`config.mk`:
```
export PLATFORM = sky130hd
export DESIGN_NAME = serial_adder_ctrl
export DESIGN_NICKNAME = d
export VERILOG_FILES = /design/src/rtl/serial_adder_pkg.sv /design/src/rtl/full_adder_cell.sv /design/src/rtl/serial_adder_ctrl.sv
export SDC_FILE = /design/constraint.sdc
export NUM_CORES = 1
export LEC_CHECK = 0
export ABC_AREA = 1
export BUFFER_PORTS_ARGS = -buffer_cell sky130_fd_sc_hd__buf_2
export CORE_MARGIN = 4
export CORE_UTILIZATION = 31
export CTS_CLUSTER_DIAMETER = 100
export DETAILED_ROUTE_END_ITERATION = 7
export SYNTH_ARGS = -nofsm -noshare
export SYNTH_HDL_FRONTEND = slang
export SYNTH_HIERARCHICAL = 1
export SYNTH_SLANG_ARGS = --single-unit
```
`constraint.sdc`:
```
create_clock -name clk -period 1.8 [get_ports clk]
set_input_delay 0 -clock clk [delete_from_list [all_inputs] [get_ports clk]]
set_output_delay 0 -clock clk [all_outputs]
set_load 0.02 [all_outputs]
```
`src/rtl/serial_adder_pkg.sv`:
```
// Shared types and defaults for the bit-serial adder controller.
package serial_adder_pkg;

  localparam int DEFAULT_WIDTH = 8;

  typedef enum logic [1:0] {
    IDLE  = 2'd0,
    SHIFT = 2'd1,
    DONE  = 2'd2
  } state_t;

endpackage

```
`src/rtl/full_adder_cell.sv`:
```
// Purely combinational 1-bit full adder; the only arithmetic element of the serial adder.
module full_adder_cell (
  input  logic a,
  input  logic b,
  input  logic ci,
  output logic s,
  output logic co
);

  logic w_p;

  assign w_p = a ^ b;
  assign s   = w_p ^ ci;
  assign co  = (a & b) | (w_p & ci);

endmodule

```
`src/rtl/serial_adder_ctrl.sv`:
```
// Bit-serial adder: one operand bit pair per clock, LSB first, through a single full-adder cell.
// Optional signed-overflow output ovf is built when SERIAL_ADDER_OVF_EN is defined.
module serial_adder_ctrl
  import serial_adder_pkg::*;
#(
  parameter int WIDTH = DEFAULT_WIDTH
) (
  input  logic             clk,
  input  logic             rst_n,
  input  logic             start,
  input  logic [WIDTH-1:0] a,
  input  logic [WIDTH-1:0] b,
  input  logic             cin,
  output logic             busy,
  output logic             done,
  output logic [WIDTH-1:0] sum,
`ifdef SERIAL_ADDER_OVF_EN
  output logic             ovf,
`endif
  output logic             cout
);

  localparam int CW = (WIDTH > 1) ? $clog2(WIDTH) : 1;

  state_t           r_state;
  state_t           w_state_next;
  logic [WIDTH-1:0] r_a_sr;
  logic [WIDTH-1:0] r_b_sr;
  logic [WIDTH-2:0] r_s_sr;
  logic             r_carry;
  logic [CW-1:0]    r_cnt;
  logic [WIDTH-1:0] r_sum;
  logic             r_cout;
`ifdef SERIAL_ADDER_OVF_EN
  logic             r_ovf;
`endif

  logic             w_s;
  logic             w_co;
  logic             w_last;
  logic             w_busy;
  logic             w_done;
  logic [WIDTH-1:0] w_s_sr_next;

  full_adder_cell u_fa (
    .a  (r_a_sr[0]),
    .b  (r_b_sr[0]),
    .ci (r_carry),
    .s  (w_s),
    .co (w_co)
  );

  assign w_last      = (r_cnt == CW'(WIDTH - 1));
  // New sum bit enters at the MSB; after WIDTH shifts the LSB holds bit 0.
  assign w_s_sr_next = {w_s, r_s_sr};

  always_comb begin
    w_state_next = r_state;
    w_busy       = 1'b0;
    w_done       = 1'b0;
    case (r_state)
      IDLE: begin
        if (start) w_state_next = SHIFT;
      end
      SHIFT: begin
        w_busy = 1'b1;
        if (w_last) w_state_next = DONE;
      end
      DONE: begin
        w_busy       = 1'b1;
        w_done       = 1'b1;
        w_state_next = IDLE;
      end
      default: w_state_next = IDLE;
    endcase
  end

  always_ff @(posedge clk or negedge rst_n) begin
    if (!rst_n) begin
      r_state <= IDLE;
      r_a_sr  <= '0;
      r_b_sr  <= '0;
      r_s_sr  <= '0;
      r_carry <= 1'b0;
      r_cnt   <= '0;
      r_sum   <= '0;
      r_cout  <= 1'b0;
`ifdef SERIAL_ADDER_OVF_EN
      r_ovf   <= 1'b0;
`endif
    end else begin
      r_state <= w_state_next;
      case (r_state)
        IDLE: begin
          if (start) begin
            r_a_sr  <= a;
            r_b_sr  <= b;
            r_carry <= cin;
            r_s_sr  <= '0;
            r_cnt   <= '0;
          end
        end
        SHIFT: begin
          r_a_sr  <= {1'b0, r_a_sr[WIDTH-1:1]};
          r_b_sr  <= {1'b0, r_b_sr[WIDTH-1:1]};
          r_s_sr  <= w_s_sr_next[WIDTH-1:1];
          r_carry <= w_co;
          r_cnt   <= r_cnt + 1'b1;
          if (w_last) begin
            r_sum  <= w_s_sr_next;
            r_cout <= w_co;
`ifdef SERIAL_ADDER_OVF_EN
            // r_carry here is the carry into the MSB.
            r_ovf  <= r_carry ^ w_co;
`endif
          end
        end
        default: ;
      endcase
    end
  end

  assign busy = w_busy;
  assign done = w_done;
  assign sum  = r_sum;
  assign cout = r_cout;
`ifdef SERIAL_ADDER_OVF_EN
  assign ovf  = r_ovf;
`endif

endmodule

```
==> impl_metrics.toml <==
[timing]
tns_ns = 0
setup_viol = 0
tightest_slew_ns = 0.848
skew_ns = 0.00525
relSlewSlack_pct = 43.5
min_period_ns = 1.61
fmax_ghz = 0.622
finalHoldViolCount = 0
rsz0062_at_grt = "false"
fin_ws_ns = 0.192
finalCritPeriodShare_pct = 89.3
slew_violations = 0

[global_route]
track_usage_pct = 12.0
grtUsageMet2_pct = 20.6
top_usage_layer = "met2"
grt_use_met1_pct = 14.5
grt_pass1_vias = 1588
use_met3_pct = 3.98
grt_max_degree = 39
overflow = 0
grt_pass1_wl_mm = 7.01
antenna_found_initial = 0

[setup_path]
crit_chain = "inv_1 -> ha_1 -> inv_2 -> nand2_4 -> nand2_4 -> nand2_1 -> nand2_1"
cp_max_fo = 28
cp.required_ns = 1.98
end_kind = "flip-flop"
crit_path_top_delay_cell = "dfrtp_1"
cp_slowest_stage_delay_ns = 0.41
critPathKind = "reg2reg"
cp-start-kind = "flip-flop"
r2r_setup_slack_ns = 0.19
arrival_ns = 1.79

[power_and_ir_drop]
ir_worst_vdd_uv = 538
power_mw = 3.27
p_leak_nw = 1.31
power_density_mw_per_mm2 = 1460

[clocking]
h-tree-depth = 2
cts_tree = "built"
cts.sinks = 38
clkTransAtPathRegs_ns = 0.08
cts_buffers = 5
cts_resized = 0
clock_latency_ns = 0.29
clk_path_buf_depth = 2
cts_root_buffer = "clkbuf_8"

[logic_synthesis]
synth_cell_type_count = 15
ys.flop_type = "dfrtp_1"
synth_compound_area_share_pct = 0
synth_top_area_share_pct = 52.0
netlist_area_mm2 = 0.00183
yosysMostFrequentCell = "nand2_1"
syn_inst = 228
yosys_warnings = 6
syn_avg_cell_area_um2 = 8.02
synth_fa_ha_area_share_pct = 4.51
synth_top_cell_by_area = "dfrtp_1"
synthXorXnorAreaFrac_pct = 0
synth_top_family_by_area = "simple AND/OR/NAND/NOR gates"
synth-seq-cells = 38
ys_top_cells_by_area = "dfrtp_1 52%, nand2_1 25%, nand3_1 10%"
yosys.area_share.simple_pct = 38.4
ys_seq_area_share_pct = 52.0
syn_nets = 254
synth.area.mux_share_pct = 0
synth_edf_count = 0
synth_common_cells = "123 x nand2_1, 38 x dfrtp_1, 37 x nand3_1"
async_flop_share_pct = 100

[route]
avgViaCountPerCell = 4.56
avgRoutedWirePerCell_um = 11.7
post-route-drc-count = 0
drt-total-wl_mm = 4.00
vias = 1558
dr.first_iter.drc_count = 74
dr.pass1.iters = 4
ant_nets = 0

[layout]
layout.nets = 295
final_cell_count_no_fill = 342
layout-drive-gt1-share_pct = 18.1
nFillCells = 631
antenna_cells = 0
syn2layout_area_growth_pct = 22.4

[place]
dp.cells = 325
dp_slack_ns = 0.203
dp_hpwl_mm = 2.64
gp_congestion = 0.792
io_buffer_count = 30

[die]
fp.dieArea_mm2 = 0.00719
start_util_pct = 32.6
num_rows = 27
die_x_um = 84.8
coreArea_mm2 = 0.00561
io_pins = 31
die_h_um = 84.8

[worst_hold_path]
hold_path_class = "in2reg"

[status]
outcome = "completed"

[flow_run]
max_cap_violations = 0
critical path, delay by kind of cell, from the launching register on:
kind | cells | cell delay [ns]
adders and majority gates | 1 | 0.32
DFF | 1 | 0.41
and+or+nand+nor | 4 | 0.60
buffers and inverters | 2 | 0.17
state kept, by name, summed over array words and instances, names as in the netlist:
signal and count:
r_a_sr 8, r_b_sr 8, sum 8, r_s_sr 7, r_cnt 3, r_state 2
cout 1, r_carry 1
layer usage:
layer	wire, µm	up-vias
met5	0	-
met4	23	0
met3	177	4
met2	1970	30
met1	1830	728
li1	-	796
cells by family after synthesis:
logic type    Yosys count
simple gates          167
buf+inv                17
flops                  38
fa+ha+maj               6
layout by cell type (no fill, tap or decap):
cell,n
buf_2,30
buf_4,5
bufinv_16,1
clkbuf_8,5
clkinv_1,1
clkinv_2,2
dfrtp_1,38
dlygate4sd3_1,9
fa_1,1
ha_1,5
inv_1,4
inv_2,2
nand2_1,123
nand2_2,1
nand2_4,3
nand3_1,37
nand4_1,2
nor2_1,1
area by class of cell:
cell class | instances | area, µm² | area share, %
Timing Repair Buffer | 44 | 278 | 12.4
Clock buffer | 5 | 68.8 | 3.07
Inverter | 7 | 26.3 | 1.17
Tap cell | 72 | 90.1 | 4.02
Multi-Input combinational cell | 173 | 786 | 35.1
Sequential cell | 38 | 951 | 42.5
Clock inverter | 3 | 40.0 | 1.79
metrics by stage:
stage	utilization [%]	instance area, µm²	hold WS [ns]
2_1_floorplan	-	1830	-0.296
6_report	39.9	2240	0.00139
5_1_grt	39.9	2240	0.00673
3_3_place_gp	36.4	2040	0.159
4_1_cts	39.9	2240	0.0000771
3_5_place_dp	36.4	2040	0.160
where the power goes:
group | internal (mW) | total, mW | leakage (nW) | switching [mW]
Clock | 0.408 | 0.723 | 0.0579 | 0.315
Combinational | 0.437 | 1.22 | 0.747 | 0.780
Sequential | 1.15 | 1.33 | 0.501 | 0.183
Total | 1.99 | 3.27 | 1.31 | 1.28
worst paths after layout:
path / startpoint / endpoint / depth (start not counted)
min: b[0] / r_b_sr[0] / 5
min in group asynchronous: rst_n / sum[1] / 2
max reg2reg: r_state[0] / r_a_sr[0] / 7
max: r_state[0] / r_a_sr[0] / 7
max in group asynchronous: rst_n / r_b_sr[2] / 2
min reg2reg: sum[0] / sum[0] / 2
repair_timing:
action / CTS / global route
endpoints found under the hold margin: 46 / 0
hold buffers: 9 / 0
buffers inserted: 0 / 0
No activity file was read; power rests on OpenSTA's default activity.
